**config.mk**
```make
export PLATFORM = sky130hd
export DESIGN_NAME = key_expansion_ctrl_flat
export DESIGN_NICKNAME = d
export VERILOG_FILES = /design/src/rtl/key_exp_pkg.sv /design/src/rtl/key_expansion_ctrl_if.sv /design/src/rtl/key_expansion_ctrl_rcon_gen.sv /design/src/rtl/key_expansion_ctrl.sv /design/src/flat_wrapper.sv
export SDC_FILE = /design/constraint.sdc
export NUM_CORES = 1
export LEC_CHECK = 0
export ABC_AREA = 1
export CAP_MARGIN = 10
export CORE_MARGIN = 8
export CORE_UTILIZATION = 45
export DETAILED_ROUTE_END_ITERATION = 16
export HOLD_SLACK_MARGIN = 0.05
export PLACE_DENSITY = 0.75
export SYNTH_ARGS = -nofsm -noshare
export SYNTH_HDL_FRONTEND = slang
export SYNTH_SLANG_ARGS = --single-unit
```
**constraint.sdc**
```tcl
create_clock -name clk -period 2.9 [get_ports clk]
set_input_delay 0.29 -clock clk [delete_from_list [all_inputs] [get_ports clk]]
set_output_delay 0.29 -clock clk [all_outputs]
set_load 0.02 [all_outputs]
```
**src/rtl/key_exp_pkg.sv**
```systemverilog
// Shared types and constants for the AES-128 key expansion controller.
package key_exp_pkg;

    typedef enum logic [2:0] {
        S_IDLE,
        S_LOAD,
        S_ROT,
        S_EXP,
        S_DONE
    } keyexp_state_t;

    localparam logic [7:0] AES_RCON_INIT = 8'h01;
    localparam logic [7:0] AES_RCON_POLY = 8'h1B;
    localparam int         AES_KEY_WORDS = 44;

    // GF(2^8) multiply-by-2 used to step the round constant
    function automatic logic [7:0] xtime(input logic [7:0] b);
        return {b[6:0], 1'b0} ^ (b[7] ? AES_RCON_POLY : 8'h00);
    endfunction

endpackage

```
**src/rtl/key_expansion_ctrl_if.sv**
```systemverilog
// Control/strobe bundle between the key expansion controller (master)
// and the key array / clock gates / round-key memory (slave).
// Optional macro KEYEXP_ABORT_EN adds the abort input.
interface key_expansion_ctrl_if;
    logic       start;
    logic       key_rd;
    logic       ff_en;
    logic       scanff_en;
    logic       se;
    logic       key_gen_sel;
    logic [7:0] rcon;
    logic       rcon_en;
    logic       mem_we;
    logic [5:0] mem_addr;
    logic [3:0] round_idx;
    logic       busy;
    logic       done;
`ifdef KEYEXP_ABORT_EN
    logic       abort;

    modport master (input start, abort,
                    output key_rd, ff_en, scanff_en, se, key_gen_sel, rcon, rcon_en,
                           mem_we, mem_addr, round_idx, busy, done);
    modport slave  (output start, abort,
                    input key_rd, ff_en, scanff_en, se, key_gen_sel, rcon, rcon_en,
                          mem_we, mem_addr, round_idx, busy, done);
`else
    modport master (input start,
                    output key_rd, ff_en, scanff_en, se, key_gen_sel, rcon, rcon_en,
                           mem_we, mem_addr, round_idx, busy, done);
    modport slave  (output start,
                    input key_rd, ff_en, scanff_en, se, key_gen_sel, rcon, rcon_en,
                          mem_we, mem_addr, round_idx, busy, done);
`endif
endinterface

```
**src/rtl/key_expansion_ctrl_rcon_gen.sv**
```systemverilog
// Round-constant register: re-initialised to 01, stepped by xtime once per round.
module rcon_gen
    import key_exp_pkg::*;
(
    input  logic       clk,
    input  logic       rst_n,
    input  logic       init,
    input  logic       adv,
    output logic [7:0] rcon
);
    logic [7:0] rcon_d, rcon_q;

    // init wins over advance so an abort/IDLE entry always restarts the sequence
    always_comb begin
        rcon_d = rcon_q;
        if (init)
            rcon_d = AES_RCON_INIT;
        else if (adv)
            rcon_d = xtime(rcon_q);
    end

    // rcon register
    always_ff @(posedge clk or negedge rst_n) begin
        if (!rst_n) rcon_q <= AES_RCON_INIT;
        else        rcon_q <= rcon_d;
    end

    assign rcon = rcon_q;
endmodule

```
**src/rtl/key_expansion_ctrl.sv**
```systemverilog
// Byte-serial AES-128 key expansion sequencer: LOAD the cipher key, then
// alternate ROT (store 4 words) and EXP (16 feedback shifts) until all
// 44 words are written. Optional macro KEYEXP_ABORT_EN enables abort.
module key_expansion_ctrl
    import key_exp_pkg::*;
#(
    parameter int NUM_ROUNDS  = 10,
    parameter int LOAD_CYCLES = 16,
    parameter int ROT_CYCLES  = 4,
    parameter int EXP_CYCLES  = 16
) (
    input logic                  clk,
    input logic                  rst_n,
    key_expansion_ctrl_if.master bus
);
    localparam logic [3:0] LOAD_LAST = 4'(LOAD_CYCLES - 1);
    localparam logic [3:0] ROT_LAST  = 4'(ROT_CYCLES - 1);
    localparam logic [3:0] EXP_LAST  = 4'(EXP_CYCLES - 1);
    localparam logic [3:0] RND_LAST  = 4'(NUM_ROUNDS);

    keyexp_state_t state_d, state_q;
    logic [3:0]    cyc_cnt_d, cyc_cnt_q;
    logic [3:0]    round_idx_d, round_idx_q;
    logic          rcon_init, rcon_adv;
    logic [7:0]    rcon_w;
    logic          abort_req;

`ifdef KEYEXP_ABORT_EN
    assign abort_req = bus.abort;
`else
    assign abort_req = 1'b0;
`endif

    // next state, cycle counter and round index
    always_comb begin
        state_d     = state_q;
        cyc_cnt_d   = cyc_cnt_q + 4'd1;
        round_idx_d = round_idx_q;
        rcon_adv    = 1'b0;
        unique case (state_q)
            S_IDLE: if (bus.start) state_d = S_LOAD;
            S_LOAD: if (cyc_cnt_q == LOAD_LAST) state_d = S_ROT;
            S_ROT:  if (cyc_cnt_q == ROT_LAST)
                        state_d = (round_idx_q == RND_LAST) ? S_DONE : S_EXP;
            S_EXP:  if (cyc_cnt_q == EXP_LAST) begin
                        state_d  = S_ROT;
                        rcon_adv = 1'b1;
                        if (round_idx_q != RND_LAST) round_idx_d = round_idx_q + 4'd1;
                    end
            S_DONE: state_d = S_IDLE;
            default: state_d = S_IDLE;
        endcase
        // abort overrides every transition, including the DONE exit
        if (abort_req && state_q != S_IDLE) state_d = S_IDLE;
        if (state_d != state_q) cyc_cnt_d = '0;
        if (state_d == S_IDLE) begin
            cyc_cnt_d   = '0;
            round_idx_d = '0;
        end
    end

    // rcon is held at its initial value whenever we are in or entering IDLE
    assign rcon_init = (state_q == S_IDLE) || (state_d == S_IDLE);

    // state, counter and round registers
    always_ff @(posedge clk or negedge rst_n) begin
        if (!rst_n) begin
            state_q     <= S_IDLE;
            cyc_cnt_q   <= '0;
            round_idx_q <= '0;
        end else begin
            state_q     <= state_d;
            cyc_cnt_q   <= cyc_cnt_d;
            round_idx_q <= round_idx_d;
        end
    end

    rcon_gen u_rcon_gen (
        .clk   (clk),
        .rst_n (rst_n),
        .init  (rcon_init),
        .adv   (rcon_adv),
        .rcon  (rcon_w)
    );

    // output decode from registered state only
    always_comb begin
        bus.key_rd      = 1'b0;
        bus.ff_en       = 1'b0;
        bus.scanff_en   = 1'b0;
        bus.se          = 1'b0;
        bus.key_gen_sel = 1'b0;
        bus.rcon_en     = 1'b0;
        bus.mem_we      = 1'b0;
        bus.mem_addr    = '0;
        bus.busy        = 1'b0;
        bus.done        = 1'b0;
        unique case (state_q)
            S_LOAD: begin
                bus.key_rd    = 1'b1;
                bus.ff_en     = 1'b1;
                bus.scanff_en = 1'b1;
                bus.busy      = 1'b1;
            end
            S_ROT: begin
                bus.scanff_en = 1'b1;
                bus.se        = 1'b1;
                bus.mem_we    = 1'b1;
                bus.mem_addr  = {round_idx_q, 2'b00} + {2'b00, cyc_cnt_q};
                bus.busy      = 1'b1;
            end
            S_EXP: begin
                bus.ff_en       = 1'b1;
                bus.scanff_en   = 1'b1;
                bus.key_gen_sel = 1'b1;
                bus.rcon_en     = (cyc_cnt_q == 4'd0);
                bus.busy        = 1'b1;
            end
            S_DONE:  bus.done = 1'b1;
            default: ;
        endcase
    end

    assign bus.round_idx = round_idx_q;
    assign bus.rcon      = rcon_w;
endmodule

```
**src/flat_wrapper.sv**
```systemverilog
// flat-port wrapper written by rule: the top's interface ports become plain ports
module key_expansion_ctrl_flat import key_exp_pkg::*;
#(
    parameter int NUM_ROUNDS  = 10,
    parameter int LOAD_CYCLES = 16,
    parameter int ROT_CYCLES  = 4,
    parameter int EXP_CYCLES  = 16
)
  (clk, rst_n, bus_start, bus_key_rd, bus_ff_en, bus_scanff_en, bus_se, bus_key_gen_sel, bus_rcon, bus_rcon_en, bus_mem_we, bus_mem_addr, bus_round_idx, bus_busy, bus_done);
  key_expansion_ctrl_if bus_i ();
  input logic clk;
  input logic rst_n;
  input wire logic [$bits(bus_i.start)-1:0] bus_start;
  output wire logic [$bits(bus_i.key_rd)-1:0] bus_key_rd;
  output wire logic [$bits(bus_i.ff_en)-1:0] bus_ff_en;
  output wire logic [$bits(bus_i.scanff_en)-1:0] bus_scanff_en;
  output wire logic [$bits(bus_i.se)-1:0] bus_se;
  output wire logic [$bits(bus_i.key_gen_sel)-1:0] bus_key_gen_sel;
  output wire logic [$bits(bus_i.rcon)-1:0] bus_rcon;
  output wire logic [$bits(bus_i.rcon_en)-1:0] bus_rcon_en;
  output wire logic [$bits(bus_i.mem_we)-1:0] bus_mem_we;
  output wire logic [$bits(bus_i.mem_addr)-1:0] bus_mem_addr;
  output wire logic [$bits(bus_i.round_idx)-1:0] bus_round_idx;
  output wire logic [$bits(bus_i.busy)-1:0] bus_busy;
  output wire logic [$bits(bus_i.done)-1:0] bus_done;
  assign bus_i.start = bus_start;
  assign bus_key_rd = bus_i.key_rd;
  assign bus_ff_en = bus_i.ff_en;
  assign bus_scanff_en = bus_i.scanff_en;
  assign bus_se = bus_i.se;
  assign bus_key_gen_sel = bus_i.key_gen_sel;
  assign bus_rcon = bus_i.rcon;
  assign bus_rcon_en = bus_i.rcon_en;
  assign bus_mem_we = bus_i.mem_we;
  assign bus_mem_addr = bus_i.mem_addr;
  assign bus_round_idx = bus_i.round_idx;
  assign bus_busy = bus_i.busy;
  assign bus_done = bus_i.done;
  key_expansion_ctrl #(.NUM_ROUNDS(NUM_ROUNDS), .LOAD_CYCLES(LOAD_CYCLES), .ROT_CYCLES(ROT_CYCLES), .EXP_CYCLES(EXP_CYCLES)) u_core (.clk(clk), .rst_n(rst_n), .bus(bus_i));
endmodule
```
* Word-level counts from Yosys, hierarchy flattened
Cells that the tools add are included.
** Cells by class
- Equal/unequal tests :: 9
- Add/subtract/negate cells :: 3
- Mux-type cells :: 24
- Reductions and logical operators :: 11
- Bitwise logic cells :: 1
** Operators by type and width (count)
- $mux W4 :: 6
- $mux W8 :: 2
- $mux W3 :: 4
- $mux W1 :: 9
- $pmux W3 S3 :: 1
- $add A4 B1 Y4 const B :: 2
- $eq A4 B4 Y1 const B :: 2
- $reduce_bool A2 Y1 :: 4
- $xor A8 B8 Y8 :: 1
- $add A6 B4 Y6 :: 1
- $eq A3 B2 Y1 const B :: 2
- $logic_not A3 Y1 :: 2
- $mux W6 :: 1
- $mux W5 :: 1
- $eq A4 B2 Y1 const B :: 1
- $logic_not A4 Y1 :: 1
- $ne A4 B4 Y1 const B :: 1
- $eq A3 B1 Y1 const B :: 1
- $eq A3 B3 Y1 const B :: 1
- $ne A3 B3 Y1 :: 1
- $reduce_and A3 Y1 :: 1
- $reduce_or A3 Y1 :: 1
- $reduce_or A2 Y1 :: 1
- $logic_or A1 B1 Y1 :: 1
** Word-level totals
- Logic and storage cells :: 52
- Bits in registers :: 19
- Output and inout port bits :: 27
- Input port bits :: 3

* Depth between registers and ports, before layout
Gate-level depths: netlist of run 1.
- Word-level depth :: 7
- Gate-level depth with buffers :: 12
- Gate-level depth less buffers :: 12

* By module
Synthesis of run 1 repeated with hierarchy kept, for this count alone.
** Second synthesis, totals
- Cell total of the unflattened synthesis :: 151
- Area, all modules :: 1203.7 um2
** By module, submodules not included
- key_expansion_ctrl :: area an instance 840.8 um2, times used 1, cells each 108, sequential area each 275.3 um2
- rcon_gen :: area an instance 362.8 um2, times used 1, cells each 43, sequential area each 201.4 um2

* Least setup slack after synthesis of run 1
OpenSTA, ideal clock, no wires.
- Path type :: register to output
- From :: register u_core.round_idx_q[0], in the netlist u_core.bus.round_idx[0]
- To :: output bus_mem_addr[4]
- Cell stages (with the launch flop) :: 5
- Data required time :: 2610 ps
- Arrival time :: 1516 ps
- Path slack :: 1094 ps
- Path buffers :: 0
- Path through :: dfrtp_1 ha_1 fa_1 xnor2_1 nor2_1
** Between the ends
- Longest elaborated chain between the ends :: 2
** RTL lines
- start, declared :: RTL line key_expansion_ctrl.sv:23 : logic [3:0] round_idx_d, round_idx_q;
- start signal, assigned :: RTL line key_expansion_ctrl.sv:74 : round_idx_q <= round_idx_d;
- $add A6 B4 Y6 :: RTL line key_expansion_ctrl.sv:109 : bus.mem_addr = {round_idx_q, 2'b00} + {2'b00, cyc_cnt_q};
- $mux W6 :: RTL line key_expansion_ctrl.sv:98 : unique case (state_q)
- end, declared :: RTL line flat_wrapper.sv:22 : output wire logic [$bits(bus_i.mem_addr)-1:0] bus_mem_addr;
Every way passes these cells.

* Final worst setup path of run 1
- From :: register u_core.cyc_cnt_q[2]
- To :: output bus_mem_addr[4]
** Between the ends
- Longest elaborated chain between the ends :: 2
** RTL lines
- start, declared :: RTL line key_expansion_ctrl.sv:22 : logic [3:0] cyc_cnt_d, cyc_cnt_q;
- start signal, assigned :: RTL line key_expansion_ctrl.sv:73 : cyc_cnt_q <= cyc_cnt_d;
- $add A6 B4 Y6 :: RTL line key_expansion_ctrl.sv:109
- $mux W6 :: RTL line key_expansion_ctrl.sv:98
Every way passes these cells.

==> run_results.csv, run 1 <==
group,metric,value,unit
synthesis,synth.ff_latch_count,19,
worst_hold_path,hp-class,"in -> async",
setup_path,path_depth,5,
setup_path,cp.required,2610,ps
cts,clkTransAtPathRegs,100,ps
detailed_routing,drt-total-wl,2510,um
synthesis,ys_seq_area_share,41.6,%
layout,drive_gt1_share,11.6,%
power,total_power,0.407,mW
timing,slew_viol_final,0,
floorplan,num_rows,18,
power,ir_drop,0.000202,V
setup_path,cp_max_fo,5,
grt,grt_pass1_vias,957,
setup_path,cp_cell_sequence,"ha_1 -> fa_1 -> xnor2_1 -> nor2_1 -> clkdlybuf4s50_1",
power,power_frac_comb,1.8,%
synthesis,yosys-top-cells-count,"26 x nand2_1, 22 x inv_1, 19 x nor2_1, 18 x dfrtp_1, 10 x nand3_1",
power,switchingPower,0.0860,mW
layout,area_growth,28.8,%
layout,diodes,0,
layout,multi_input_area,548,um^2
setup_path,worstPathArrival,2250,ps
layout,seq_area,477,um^2
setup_path,worstRegToRegCells,10,
synthesis,post_synth.cell_area_avg,7.96,um^2
grt,grt_max_degree,20,
grt,grt-ovfl-total,0,
cts,htreeDepth,1,
setup_path,regToRegSetupSlack,1170,ps
synthesis,yosysMostFrequentCell,"nand2_1",
layout,instances_no_fill,203,
layout,nNetsFinal,184,
power,pwr-share-clk,33.1,%
timing,finalHoldWorstSlack,465,ps
layout,fill_cells,212,
power,power_frac_seq,65.1,%
cts,clkLatencyLatePin,300,ps
cts,cts_resized,0,
synthesis,synth_flop_cell,"dfrtp_1",
timing,clock_skew,2.44,ps
synthesis,yosysTopAreaCell,"dfrtp_1",
timing,rsz0062_at_grt,"no",
floorplan,ios,30,
timing,worst_pin_slew,842,ps
detailed_routing,ant_nets,0,
cts,cts-buffers-inserted,3,
setup_path,regToRegStartpoint,"u_core.cyc_cnt_q[0]$_DFF_PN0_",
setup_path,slowest_stage,"clkdlybuf4s50_1",
synthesis,yosysWarnings,0,
timing,finalSetupViolCount,0,
synthesis,synth_cell_types,25,
floorplan,die_w,66.5,um
layout,postLayoutCoreUtil,60.1,%
cts,cts.path.max_buffers,2,
detailed_routing,route.detailed.drc,0,
setup_path,cpLargestDelayFamily,"adder cells",
synthesis,syn_nets,154,
setup_path,path_buf_inv,1,
detailed_routing,vias,981,
detailed_routing,wl_per_cell,12.3,um
synthesis,synth_edf_count,0,
synthesis,yosys-top-cells-area,"dfrtp_1 39%, nand2_1 8.5%, inv_1 7.2%",
timing,fmax,394,MHz
detailed_routing,viasPerCell,4.83,
cts,post_cts_buffers,0,
timing,post-route-min-period,2540,ps
power,power.density,276,mW/mm^2
grt,grt_pass1_wl,4260,um
detailed_routing,drtPass1Iterations,4,
placed_design,dp_hpwl,2020,um
cts,cts.sinks,19,
grt,antenna_found_initial,0,
setup_path,max_stage_delay,620,ps
power,leakage,0.703,nW
placed_design,routabilityCongestion,0.766,
synthesis,yosysTopAreaCellShare,39.3,%
cts,tritoncts,"done",
power,p_int,0.321,mW
setup_path,setup.worst_path.class,"reg -> out",
detailed_routing,drt_iter0_drc,25,
floorplan,die_area,0.00442,mm^2
timing,finalHoldViolations,0,
placed_design,placed_cells,199,
cts,ctsHoldBuffers,0,
setup_path,worst_setup_path_start_kind,"register",
outcome,status,"finished, final reports clean",
synthesis,syn_area,0.00115,mm^2
floorplan,start_util,46.7,%
power,switching_share,21.1,%
run,drv_cap,0,
setup_path,endpoint_kind,"primary output",
timing,post-route-period-util,87.5,%
cts,root_buffer,"clkbuf_4",
floorplan,core-area,0.00245,mm^2
floorplan,die_y,66.5,um
timing,slew-limit-headroom,43.7,%
grt,grtUsageTotal,12.3,%
setup_path,r2r_end,"u_core.bus.round_idx[3]$_DFFE_PN0P_",
synthesis,synthArstFlopShare,100,%
synthesis,syn_inst,144,
placed_design,portBuffers,29,
timing,fin_tns_setup,0,ps
how the worst max path moves through the flow:
stage | start | end
6_report | u_core.cyc_cnt_q[2]$_DFF_PN0_ | bus_mem_addr[4]
5_1_grt | u_core.cyc_cnt_q[2]$_DFF_PN0_ | bus_mem_addr[4]
2_1_floorplan | u_core.bus.round_idx[0]$_DFFE_PN0P_ | bus_mem_addr[4]
3_3_place_gp | u_core.cyc_cnt_q[2]$_DFF_PN0_ | bus_mem_addr[3]
4_1_cts | u_core.cyc_cnt_q[2]$_DFF_PN0_ | bus_mem_addr[4]
3_5_place_dp | u_core.cyc_cnt_q[2]$_DFF_PN0_ | bus_mem_addr[4]
power by group through the flow:
stage               registers (mW)  logic [mW]  clock network (mW)
floorplan                    0.270  0.00000736                   0
global placement             0.270     0.00784                   0
detailed placement           0.270     0.00800                   0
CTS                          0.265     0.00803               0.139
global route                 0.265     0.00877               0.148
finish                       0.265     0.00749               0.135
cell type report:
type | count | area share [%]
Tap cell | 30 | 2.54
Multi-Input combinational cell | 95 | 37.1
Timing Repair Buffer | 29 | 19.7
Inverter | 26 | 6.61
Clock buffer | 4 | 1.78
Sequential cell | 19 | 32.3
kinds of logic (layout without fill, tap and decap cells):
group | after synthesis | in the layout | share of synthesized area, %
and+or+nand+nor | 70 | 70 | 28.6
buffers and inverters | 30 | 59 | 10.6
DFF | 19 | 19 | 41.6
AOI/OAI and AO/OA | 11 | 11 | 5.57
adders and majority gates | 7 | 7 | 8.30
xor gates and xnor gates | 7 | 7 | 5.35
metal layers:
metal  vias to the layer above  part of all wire (%)  global-route usage, %  wire length (um)
met5                         -                     0                      0                 0
met4                         0                   1.7                   5.87                43
met3                         5                   9.4                   4.36               236
met2                        28                    48                   20.0              1210
met1                       446                    40                   14.0              1020
li1                        502                     -                      -                 -
per-stage QoR:
step	instance area [um^2]	worst slack, ps
detailed placement	1450	687
global placement	1450	759
finish	1480	363
floorplan	1150	1090
CTS	1480	329
global route	1480	265
cells in the final DEF, fill, tap and decap left out, types with 2 or more instances in the layout:
master / instances
clkdlybuf4s50_1: 29
nand2_1: 26
inv_1: 22
nor2_1: 19
dfrtp_1: 18
nand3_1: 10
ha_1: 6
xnor2_1: 5
o22ai_1: 5
inv_2: 4
nand2_2: 4
nor2_2: 4
o21ai_0: 3
clkbuf_4: 3
nor2_4: 2
nor3_1: 2
a21oi_1: 2
xor2_1: 2
flip-flops by register name, summed over array words and instances (netlist names):
register / count
u_core.u_rcon_gen.rcon: 8
u_core.bus.round_idx: 4
u_core.cyc_cnt_q: 4
u_core.state_q: 3
Note: power is estimated with default switching activity, not from simulation.
==> inputs of run 2 (changes only) <==
--- a/config.mk
+++ b/config.mk
@@ -12,6 +12,7 @@
 export DETAILED_ROUTE_END_ITERATION = 16
 export HOLD_SLACK_MARGIN = 0.05
 export PLACE_DENSITY = 0.75
+export REMOVE_ABC_BUFFERS = 1
 export SYNTH_ARGS = -nofsm -noshare
 export SYNTH_HDL_FRONTEND = slang
 export SYNTH_SLANG_ARGS = --single-unit
==> run 2 against run 1 <==
  * Routed wire length fell by 1.8%
  * Register-to-register slack improved by 50 ps
  * Sequential share of layout area down 0.082 points
  * Global-route usage hardly changed
  * Fmax up 0.87%
  * Critical path depth unchanged
  * Hold slack lost 6.7 ps
  * Combinational power rose by 2%
  * Non-clock buffer count stayed put
  * Worst setup slack improved by 22 ps
  * Final cell count did not move
  * Final area grew 0.25%
  * Largest power group unchanged
==> run_results.csv, run 2 (synthesis results as in run 1) <==
group,metric,value,unit
outcome,status,"finished, final reports clean",
setup_path,cp_cell_sequence,"ha_1 -> fa_1 -> xnor2_1 -> nor2_1 -> clkdlybuf4s50_1",
timing,fmax,398,MHz
placed_design,dp_hpwl,1950,um
timing,worst_pin_slew,856,ps
timing,finalHoldWorstSlack,458,ps
grt,grt_pass1_vias,969,
cts,root_buffer,"clkbuf_4",
grt,grtUsageTotal,12.3,%
layout,area_growth,29.1,%
timing,fin_tns_setup,0,ps
placed_design,dpl_cell_area,0.00145,mm^2
floorplan,die_area,0.00442,mm^2
floorplan,ios,30,
layout,drive_gt1_share,12.1,%
power,total_power,0.411,mW
detailed_routing,vias,974,
timing,finalHoldViolations,0,
power,ir_drop,0.000240,V
setup_path,path_buf_inv,1,
layout,fill_cells,230,
detailed_routing,route.detailed.drc,0,
cts,cts-buffers-inserted,3,
detailed_routing,drtPass1Iterations,4,
cts,htreeDepth,1,
cts,cts.path.max_buffers,2,
worst_hold_path,hp-class,"in -> async",
floorplan,core-area,0.00245,mm^2
cts,tritoncts,"done",
layout,final_common_cell,"clkdlybuf4s50_1",
timing,post-route-period-util,86.7,%
layout,most-common-layout-cells,"29 x clkdlybuf4s50_1, 26 x nand2_1, 22 x inv_1",
grt,antenna_found_initial,0,
detailed_routing,wl_per_cell,12.1,um
timing,clock_skew,11.3,ps
power,switchingPower,0.0910,mW
power,leakage,0.701,nW
cts,cts_resized,0,
layout,diodes,0,
detailed_routing,ant_nets,0,
layout,postLayoutCoreUtil,60.3,%
cts,ctsHoldBuffers,0,
power,power_frac_seq,64.5,%
floorplan,die_w,66.5,um
setup_path,worstPathArrival,2230,ps
power,switching_share,22.1,%
cts,clkLatencyLatePin,300,ps
power,p_int,0.320,mW
setup_path,slowest_stage,"clkdlybuf4s50_1",
setup_path,cpLargestDelayFamily,"adder cells",
power,power_frac_comb,1.9,%
timing,finalSetupViolCount,0,
power,power.density,278,mW/mm^2
timing,setup_slack,385,ps
placed_design,portBuffers,29,
power,pwr-share-clk,33.6,%
timing,slew_viol_final,0,
run,drv_cap,0,
timing,rsz0062_at_grt,"no",
detailed_routing,drt-total-wl,2460,um
setup_path,worst_setup_path_start_kind,"register",
cts,cts.sinks,19,
layout,nNetsFinal,184,
layout,instances_no_fill,203,
grt,grt_max_degree,20,
floorplan,num_rows,18,
placed_design,preCtsSetupSlack,710,ps
detailed_routing,drt_iter0_drc,26,
floorplan,start_util,46.7,%
floorplan,die_y,66.5,um
timing,slew-limit-headroom,42.7,%
setup_path,cp.required,2610,ps
placed_design,placed_cells,199,
setup_path,endpoint_kind,"primary output",
setup_path,max_stage_delay,610,ps
timing,post-route-min-period,2520,ps
setup_path,cp_max_fo,5,
grt,grt_pass1_wl,4210,um
cts,clkTransAtPathRegs,120,ps
cts,post_cts_buffers,0,
setup_path,setup.worst_path.class,"reg -> out",
placed_design,routabilityCongestion,0.751,
grt,grt-ovfl-total,0,
detailed_routing,viasPerCell,4.80,
layout,largest_reg_flops,8,
layout,final_cell_area,0.00148,mm^2
## run 2: cell types whose count changed in the layout (fill, tap and decap cells not counted)
cell | previous run | this run
clkbuf_1 | 1 | 0
clkinvlp_4 | 0 | 1
## run 2: power by group through the flow
| stage | sequential (mW) | combinational, mW | clock, mW |
|---|---|---|---|
| floorplan | 0.270 | 0.00000735 | 0 |
| global placement | 0.270 | 0.00806 | 0 |
| detailed placement | 0.270 | 0.00810 | 0 |
| CTS | 0.265 | 0.00816 | 0.146 |
| global route | 0.265 | 0.00915 | 0.160 |
| finish | 0.265 | 0.00767 | 0.138 |
## run 2: path summary, 6_finish.rpt
path                                                     start                                     to  slack [ps]  depth (start not counted)
max in group asynchronous                                rst_n          u_core.cyc_cnt_q[2]$_DFF_PN0_        1900                          1
max reg2reg                u_core.bus.round_idx[1]$_DFFE_PN0P_          u_core.cyc_cnt_q[2]$_DFF_PN0_        1220                         11
min                                                      rst_n  u_core.u_rcon_gen.rcon[4]$_DFFE_PN0P_         460                          1
max                              u_core.cyc_cnt_q[2]$_DFF_PN0_                        bus_mem_addr[4]         380                          5
min reg2reg                      u_core.cyc_cnt_q[0]$_DFF_PN0_          u_core.cyc_cnt_q[0]$_DFF_PN0_         520                          1
min in group clk                 u_core.cyc_cnt_q[0]$_DFF_PN0_          u_core.cyc_cnt_q[0]$_DFF_PN0_         520                          1
## run 2: final cells by class
class,instances,area [um^2],area share (%)
sequential,19,477,32.2
clock buffer,3,22.5,1.52
inverter,26,97.6,6.59
multi-input combinational,95,548,37.0
timing repair buffer,29,290,19.6
tap,30,37.5,2.54
clock inverter,1,7.51,0.507
## run 2: routing by layer
metal	vias up	GRT usage [%]	wire, um
met2	24	22.4	1210
met4	0	5.60	18
li1	502	-	-
met3	2	4.53	224
met5	-	0	0
met1	446	12.0	1010
==> inputs of run 3 (changes only) <==
--- a/config.mk
+++ b/config.mk
@@ -6,7 +6,6 @@
 export NUM_CORES = 1
 export LEC_CHECK = 0
 export ABC_AREA = 1
-export CAP_MARGIN = 10
 export CORE_MARGIN = 8
 export CORE_UTILIZATION = 45
 export DETAILED_ROUTE_END_ITERATION = 16
==> results of run 3 <==
No change in the layout: final DEF, timing and power equal those of run 2.
